### src/rtl/ram_arbiter.sv
// Round-robin arbiter letting two requesters share one single-port RAM.
// Optional grant timeout abort is built when ARB_TIMEOUT_EN is defined.
module ram_arbiter #(
  parameter int ADDR_W  = 32,
  parameter int DATA_W  = 32,
  parameter int TIMEOUT = 15
) (
  input  logic                CLK,
  input  logic                RST,
  input  logic [1:0]          req_ren,
  input  logic [1:0]          req_wen,
  input  logic [2*ADDR_W-1:0] req_addr,
  input  logic [2*DATA_W-1:0] req_store,
  output logic [1:0]          req_wait,
  output logic [2*DATA_W-1:0] req_load,
  output logic                ram_ren,
  output logic                ram_wen,
  output logic [ADDR_W-1:0]   ram_addr,
  output logic [DATA_W-1:0]   ram_store,
  input  logic [DATA_W-1:0]   ram_load,
  input  logic [1:0]          ram_state,
  output logic                owner,
  output logic                err
);

  localparam logic [1:0] RS_ACCESS = 2'b10;
  localparam logic [1:0] RS_ERROR  = 2'b11;
  localparam logic [0:0] S_IDLE    = 1'b0;
  localparam logic [0:0] S_GRANT   = 1'b1;

  logic [0:0] r_state;
  logic       r_owner;

  logic [1:0] w_req;
  logic       w_grant;
  logic       w_own_req;
  logic       w_access;
  logic       w_error;
  logic       w_timeout;
  logic       w_abort;
  logic       w_done;

  assign w_req     = req_ren | req_wen;
  // Reset forces the outputs to their idle values even if the state was GRANT.
  assign w_grant   = (r_state == S_GRANT) & ~RST;
  assign w_own_req = w_req[r_owner];
  assign w_access  = w_grant & (ram_state == RS_ACCESS);
  assign w_error   = w_grant & (ram_state == RS_ERROR);
  assign w_abort   = w_error | w_timeout;
  assign w_done    = w_access | w_abort;

`ifdef ARB_TIMEOUT_EN
  logic [3:0] r_cnt;

  always_ff @(posedge CLK) begin
    if (RST) begin
      r_cnt <= 4'd0;
    end else if (r_state == S_IDLE) begin
      r_cnt <= 4'd0;
    end else begin
      r_cnt <= r_cnt + 4'd1;
    end
  end

  // A completion arriving on the limit cycle beats the abort.
  assign w_timeout = w_grant & (r_cnt == 4'(TIMEOUT - 1)) & (ram_state != RS_ACCESS);
`else
  assign w_timeout = 1'b0;
`endif

  always_ff @(posedge CLK) begin
    if (RST) begin
      r_state <= S_IDLE;
      r_owner <= 1'b1;
    end else begin
      case (r_state)
        S_IDLE: begin
          if (|w_req) begin
            r_state <= S_GRANT;
            r_owner <= (w_req == 2'b11) ? ~r_owner : w_req[1];
          end
        end
        default: begin
          if (w_done | ~w_own_req) begin
            r_state <= S_IDLE;
          end
        end
      endcase
    end
  end

  // Write wins when a requester raises both enables.
  assign ram_wen   = w_grant & req_wen[r_owner];
  assign ram_ren   = w_grant & req_ren[r_owner] & ~req_wen[r_owner];
  assign ram_addr  = w_grant ? req_addr[r_owner*ADDR_W +: ADDR_W] : '0;
  assign ram_store = w_grant ? req_store[r_owner*DATA_W +: DATA_W] : '0;

  generate
    for (genvar gi = 0; gi < 2; gi++) begin : g_port
      logic w_mine;
      assign w_mine = (r_owner == 1'(gi));
      assign req_wait[gi] = w_req[gi] & ~(w_done & w_mine);
      assign req_load[gi*DATA_W +: DATA_W] = (w_access & w_mine) ? ram_load : '0;
    end
  endgenerate

  assign owner = r_owner;
  assign err   = w_abort;

endmodule

### config.mk
export PLATFORM = sky130hd
export DESIGN_NAME = ram_arbiter
export DESIGN_NICKNAME = d
export VERILOG_FILES = /design/src/rtl/ram_arbiter.sv
export SDC_FILE = /design/constraint.sdc
export NUM_CORES = 1
export LEC_CHECK = 0
export CAP_MARGIN = 25
export CORE_AREA = 2 2 117 119
export DETAILED_ROUTE_END_ITERATION = 8
export DIE_AREA = 0 0 119 121
export GPL_ROUTABILITY_DRIVEN = 0
export GPL_TIMING_DRIVEN = 0
export PLACE_DENSITY_LB_ADDON = 0.3
export RECOVER_POWER = 50
export SETUP_SLACK_MARGIN = 0.1
export SYNTH_ARGS = -nofsm -noshare
export SYNTH_HDL_FRONTEND = slang
export SYNTH_SLANG_ARGS = --single-unit
export TNS_END_PERCENT = 5
### constraint.sdc
create_clock -name CLK -period 3.7 [get_ports CLK]
set_clock_uncertainty 0.05 [all_clocks]
set_input_delay 0.37 -clock CLK [delete_from_list [all_inputs] [get_ports CLK]]
set_output_delay 0.37 -clock CLK [all_outputs]
set_load 0.05 [all_outputs]
* After elaboration in Yosys (flattened, before gate mapping)
Cells that the tools add are included.
W data, S select, Z words.
** Cells by class
- Add/sub/neg operators :: 0
- Multiply operators :: 0
- Div/mod/pow operators :: 0
- Magnitude comparators :: 1
- Equal/unequal tests :: 3
- Shift operators :: 2
- Mux-type cells :: 14
- Bitwise operators :: 22
- Reductions and logical operators :: 2
** Operators with widths (count)
- $mux W32 :: 4
- $shiftx A64 B7 Y32 :: 2
- $and A1 B1 Y1 :: 12
- $mux W1 :: 10
- $not A1 Y1 :: 7
- $eq A2 B2 Y1 const B :: 3
- $lt A1 B2 Y1 const B :: 1
- $or A1 B1 Y1 :: 2
- $or A2 B2 Y2 :: 1
- $reduce_and A2 Y1 :: 1
- $reduce_or A2 Y1 :: 1
** Word-level totals
- Register bits :: 2
- Bits in latches :: 0
- Bits in writable memories :: 0
- Memory bits (read-only) :: 0
- Bits of input ports :: 168
- Output and inout port bits :: 134
- Logic and storage cells :: 46
- Memories :: 0

* Longest topological paths before layout
Gate-level depths: netlist (run 1).
- Word-level depth :: 7
- Mapped depth :: 5
- Gate-level depth less buffers :: 3

* Least setup slack after synthesis (run 1)
OpenSTA, ideal clock, no wires.
- Kind :: flip-flop to output port
- Start point :: reg r_owner, in the netlist owner
- End point :: out ram_addr[26]
- Arrival time :: 1948 ps
- Required time :: 3280 ps
- Path slack :: 1332 ps
- Stages on the path, launching flop included :: 5
- Path buffers :: 2
- Cell sequence :: dfxtp_1 -> buf_2 -> buf_2 -> mux2i_1 -> nor2_1
** Between the ends
- Cells in the longest elaborated chain, start to end :: 2
** Ends and longest elaborated chain
- start: declaration :: line 32 : logic r_owner;
- start signal: assignment :: line 80 : r_owner <= (w_req == 2'b11) ? ~r_owner : w_req[1];
- $shiftx A64 B7 Y32 :: line 95 : assign ram_addr = w_grant ? req_addr[r_owner*ADDR_W +: ADDR_W] : '0;
- $mux W32 :: line 95
- end: declaration :: line 18 : output logic [ADDR_W-1:0] ram_addr,
No other way between the ends.

* Final worst setup path (run 1)
- Start point :: in RST
- End point :: out req_load[22]
** Between the ends
- Cells in the longest elaborated chain, start to end :: 5
** Ends and longest elaborated chain
- start: declaration :: line 9 : input logic RST,
- $not A1 Y1 :: line 45 : assign w_grant = (r_state == S_GRANT) & ~RST;
- $and A1 B1 Y1 :: line 45
- $and A1 B1 Y1 :: line 47 : assign w_access = w_grant & (ram_state == RS_ACCESS);
- $and A1 B1 Y1 :: line 103 : assign req_load[gi*DATA_W +: DATA_W] = (w_access & w_mine) ? ram_load : '0;
- $mux W32 :: line 103
- end: declaration :: line 15 : output logic [2*DATA_W-1:0] req_load,
No other way between the ends.

==> impl_results.md, run 1 <==
* Sequential-to-total area share from yosys stat at 0.0253
* Number of global-route vias before repair at 2784
* Vias per cell at 3.93
* Port bufs at 301
* Die ar. at 0.0144 sq mm
* DR WL/cell at 13.3 microns
* Rel. slew slack at 0.616
* Most frequent cell after synthesis: nor2_1
* Layout net count at 711
* Die H at 121 microns
* Ys async rst share at 0
* Clock buffer depth at 2
* Fillers at 1343
* Core Rows at 42
* IO Count at 302
* Starting DRT DRC Count at 51
* CTS Hold Bufs at 0
* RSZ-0062 raised after global routing: no
* CTS sink count at 2
* Status: completed
* ANT cells at 0
* Antenna violations before repair at 0
* DR pass1 iterations at 4
* Slew Limit Fails at 0
* Seq cells post-synth at 2
* Avg Cell Area, Syn at 6.68 sq um
* Global-route wire length before repair at 14.2 mm
* Fmax at 310 MHz
* Fin crit share at 0.871
* Finish-stage setup viols at 0
* Final Util at 0.374
* Synth top area share at 0.411
* Pwr Density at 165 mW/mm^2
* Max VDD drop at 0.106 mV
* DRC Markers at 0
* Core area at 0.0131 sq mm
* Skew-Pair Late Insertion Delay at 0.22 ns
* Post-DP HPWL at 8.56 mm
* Largest net degree at the start of global routing at 11
* CTS H-Tree Depth at 1
* LEAKAGE at 2.29 nW
* Synth Warn # at 0
* Via count at 2816
* Min Tclk post-route at 3.22 ns
* Clock-pin slew on the worst setup and hold paths at 0.03 ns
* Cells after Synth at 237
* Post-synth cell types at 23
* Net Count, Synth at 405
* Final WL at 9.55 mm
* Synth top cells by count: 68 x nor2_1, 65 x mux2i_1, 61 x and2_1
* Worst Path Class, Setup: input pin to output pin
* Initial core utilization at 0.121
* Final hold violations at 0
* Worst Hold Class: flip-flop to flip-flop
* CTS tree: built
* Critical Path Fanout Max at 10
* CTS Root Cell: clkbuf_16
* Overflow after GRT at 0
* Main synth FF type: dfxtp_1
* Die W at 119 microns
* Startpoint types: input pin
* Top cells by area, synth: mux2i_1 41%, and2_1 24%, nor2_1 16%
* Worst Setup End Kind: output pin
* Post-CTS setup buffers at 0
* GRT Overall Usage at 0.124
* Worst Path Required at 3.28 ns
* Arrival @ worst endpoint at 2.80 ns
* Routed Antenna Nets at 0
* Max_cap viols at 0
* Synth area leader: mux2i_1
* Setup TNS Final at 0 ns
* Syn Std Cell Area at 0.00158 sq mm
* Num CTS Buffers at 3
* PostCTS Resize Cnt at 0
* Post-synth EDFFs at 0
* Worst slew pin tran at 0.575 ns
* Share of layout cells above drive strength 1 at 0.0462
* Area Overhead vs Synth at 209%
logic make-up (layout without fill, tap and decap cells):
| logic type | Yosys count | after routing | synth area share |
|---|---|---|---|
| muxes | 65 | 65 | 0.411 |
| and+or+nand+nor | 141 | 141 | 0.459 |
| AOI/OAI and AO/OA | 7 | 7 | 0.0348 |
| DFF | 2 | 2 | 0.0253 |
| buffers and inverters | 22 | 326 | 0.0696 |
layout by cell type, fill, tap and decap left out, types with 2 or more instances in the layout:
cell type	netlist	layout
nor2_1	68	68
mux2i_1	65	65
dfxtp_1	2	2
a31oi_1	2	2
and2_2	3	3
buf_2	10	10
clkbuf_16	0	3
nor3_1	2	2
clkdlybuf4s50_1	0	234
buf_4	3	3
and2_1	61	61
clkbuf_1	5	5
a211o_1	2	2
clkbuf_2	3	3
dlygate4sd3_1	0	67
layout make-up:
class                   instances  area (sq um)  area share
plain buffers                  21           106      0.0217
clock buffers                   3          75.1      0.0153
inverters                       1          3.75    0.000767
multi-input cells             213          1430       0.293
flip-flops and latches          2          40.0     0.00819
well taps                     176           220      0.0450
repair buffers                301          3010       0.616
critical path, stage by stage:
cell             delay, ns
clkdlybuf4s50_1       0.48
nand3b_1              0.29
nor3_2                0.30
clkbuf_1              0.32
and2_1                0.23
clkdlybuf4s50_1       0.81
layer usage:
layer  part of all wire  global-route usage
met3               0.11              0.0418
met5                  0                   0
met2               0.53               0.244
met4              0.013              0.0342
met1               0.35               0.123
final timing paths:
kind / startpoint / end / slack [ns] / depth (start not counted)
min: r_state / r_state / 0.59 / 2
max reg2reg: owner / r_state / 2.39 / 4
max: RST / req_load[22] / 0.48 / 6
min reg2reg: r_state / r_state / 0.59 / 2
per-stage QoR:
step	hold slack (ns)	total power, mW	instance area [sq um]	instances	setup WS [ns]
2_1_floorplan	0.389	0.358	1580	237	1.33
3_3_place_gp	0.578	0.661	4820	714	0.453
3_5_place_dp	0.591	0.667	4820	714	0.416
4_1_cts	0.601	0.832	4890	717	0.414
5_1_grt	0.639	0.849	4890	717	0.294
6_report	0.592	0.805	4890	717	0.476
sequential cells by signal, indices dropped and copies added, names as in the netlist:
signal and flops:
owner 1, r_state 1
report_power, final:
group          switching, mW  total (mW)  internal [mW]
registers            0.00274      0.0267         0.0240
clock network         0.0229       0.160          0.137
logic                  0.318       0.618          0.301
No activity file was read; power rests on OpenSTA's default activity.
==> inputs of run 2 (changes only) <==
--- a/config.mk
+++ b/config.mk
@@ -7,6 +7,7 @@
 export LEC_CHECK = 0
 export CAP_MARGIN = 25
 export CORE_AREA = 2 2 117 119
+export CTS_BUF_LIST = sky130_fd_sc_hd__clkbuf_16
 export DETAILED_ROUTE_END_ITERATION = 8
 export DIE_AREA = 0 0 119 121
 export GPL_ROUTABILITY_DRIVEN = 0
==> results of run 2 <==
Final layout, timing and power as in run 1 (identical DEF).
==> inputs of run 3 (changes only) <==
--- a/config.mk
+++ b/config.mk
@@ -6,15 +6,18 @@
 export NUM_CORES = 1
 export LEC_CHECK = 0
 export CAP_MARGIN = 25
-export CORE_AREA = 2 2 117 119
+export CELL_PAD_IN_SITES_DETAIL_PLACEMENT = 0
+export CELL_PAD_IN_SITES_GLOBAL_PLACEMENT = 1
+export CORE_MARGIN = 2
+export CORE_UTILIZATION = 12
 export CTS_BUF_LIST = sky130_fd_sc_hd__clkbuf_16
 export DETAILED_ROUTE_END_ITERATION = 8
-export DIE_AREA = 0 0 119 121
 export GPL_ROUTABILITY_DRIVEN = 0
 export GPL_TIMING_DRIVEN = 0
 export PLACE_DENSITY_LB_ADDON = 0.3
 export RECOVER_POWER = 50
 export SETUP_SLACK_MARGIN = 0.1
+export SLEW_MARGIN = 20
 export SYNTH_ARGS = -nofsm -noshare
 export SYNTH_HDL_FRONTEND = slang
 export SYNTH_SLANG_ARGS = --single-unit
==> impl_results.md, run 3 (same netlist as run 1, synthesis figures left out) <==
* Status: completed
* Die W at 119 microns (-0.13%)
* Most common cell after layout, fill and taps aside: clkdlybuf4s50_1
* Core area at 0.0128 sq mm (-2.4%)
* CTS tree: built
* DR WL/cell at 13.9 microns (+4.4%)
* LEAKAGE at 2.29 nW (unchanged)
* Max_cap viols at 0 (unchanged)
* Clock-pin slew on the worst setup and hold paths at 0.03 ns (about the same)
* Number of global-route vias before repair at 2881 (+3.5%)
* WHS at 0.623 ns (+0.0309 ns)
* CTS Hold Bufs at 0 (unchanged)
* Most frequent cells in the layout: 234 x clkdlybuf4s50_1, 68 x nor2_1, 67 x dlygate4sd3_1
* GRT Overall Usage at 0.134 (+0.00995)
* Finish-stage setup viols at 0 (unchanged)
* Arrival @ worst endpoint at 2.77 ns (-0.03 ns)
* Tot Pwr at 0.809 mW (+0.48%)
* Post-CTS setup buffers at 0 (unchanged)
* Worst slew pin tran at 0.564 ns (-0.0111 ns)
* Largest net degree at the start of global routing at 11 (unchanged)
* Via count at 2825 (+0.32%)
* Global-route wire length before repair at 15.1 mm (+7.0%)
* Pre-CTS setup slack at 0.461 ns (+0.0454 ns)
* Core Rows at 41 (-2.4%)
* Worst Setup End Kind: output pin
* RSZ-0062 raised after global routing: no
* DRC Markers at 0 (unchanged)
* Max VDD drop at 0.0763 mV (-28%)
* PostCTS Resize Cnt at 0 (unchanged)
* IO Count at 302 (unchanged)
* Startpoint types: input pin
* Layout net count at 711 (unchanged)
* Min Tclk post-route at 3.19 ns (-0.0336 ns)
* CTS sink count at 2 (unchanged)
* Fin crit share at 0.862 (-0.00908)
* Fillers at 1302 (-3.1%)
* Starting DRT DRC Count at 47 (-7.8%)
* Critical Path Fanout Max at 10 (unchanged)
* Clock buffer depth at 2 (unchanged)
* Initial core utilization at 0.124 (+0.00295)
* Final worst slack at 0.510 ns (+0.0336 ns)
* Setup TNS Final at 0 ns (unchanged)
* Final WL at 9.92 mm (+3.8%)
* ANT cells at 0 (unchanged)
* Post-DP HPWL at 8.73 mm (+2.1%)
* Pwr Density at 166 mW/mm^2 (+0.58%)
* CTS Root Cell: clkbuf_16
* Vias per cell at 3.96 (+0.88%)
* Die ar. at 0.0141 sq mm (-1.9%)
* Area Overhead vs Synth at 209%
* Worst Hold Class: flip-flop to flip-flop
* Overflow after GRT at 0 (unchanged)
* Antenna violations before repair at 0 (unchanged)
* DR pass1 iterations at 4 (unchanged)
* Num CTS Buffers at 3 (unchanged)
* Die H at 119 microns (-1.8%)
* Final hold violations at 0 (unchanged)
* Worst Path Class, Setup: input pin to output pin
* Rel. slew slack at 0.623 (+0.00749)
* Worst Path Required at 3.28 ns (about the same)
* Slew Limit Fails at 0 (unchanged)
* Skew-Pair Late Insertion Delay at 0.22 ns (about the same)
* Routed Antenna Nets at 0 (unchanged)
* Port bufs at 301 (unchanged)
* Share of layout cells above drive strength 1 at 0.0462 (unchanged)
* CTS H-Tree Depth at 1 (unchanged)
* Fmax at 313 MHz (+1.1%)
-- run 3: cell counts in the layout (fill, tap and decap cells not counted) --
No cell type changed its count.
-- run 3: final timing paths --
kind | startpoint | endpoint | slack (ns) | cells after the start
worst max-delay path | RST | req_load[16] | 0.51 | 6
worst min-delay path | r_state | r_state | 0.62 | 2
worst min register to register | r_state | r_state | 0.62 | 2
worst max register to register | owner | r_state | 2.37 | 4
-- run 3: cell type report --
cell class	count	area, sq um	area share
plain buffers	21	106	0.0218
inverters	1	3.75	0.000768
flip-flops and latches	2	40.0	0.00819
clock buffers	3	75.1	0.0154
repair buffers	301	3010	0.617
well taps	172	215	0.0440
multi-input cells	213	1430	0.293
-- run 3: power by group --
group / total, mW / switching, mW / internal [mW]
combinational: 0.618 / 0.318 / 0.301
clock: 0.164 / 0.0262 / 0.138
sequential: 0.0268 / 0.00281 / 0.0240
total: 0.809 / 0.347 / 0.462
-- run 3: routing by layer --
layer / GRT usage / share of wire / up-vias
met5: 0 / 0 / -
met2: 0.272 / 0.56 / 166
li1: - / - / 1389
met4: 0.0223 / 0.0073 / 0
met3: 0.0479 / 0.094 / 6
met1: 0.128 / 0.34 / 1264
-- run 3: per-stage QoR --
step / cell area (sq um) / instances / util
2_1_floorplan: 1580 / 237 / -
6_report: 4890 / 713 / 0.383
5_1_grt: 4890 / 713 / 0.383
4_1_cts: 4890 / 713 / 0.383
3_3_place_gp: 4810 / 710 / 0.377
3_5_place_dp: 4810 / 710 / 0.377
-- run 3: critical path, cell delays in order --
cell             delay (ns)
clkdlybuf4s50_1        0.47
nand3b_1               0.28
nor3_2                 0.27
clkbuf_1               0.37
and2_2                 0.21
clkdlybuf4s50_1        0.79
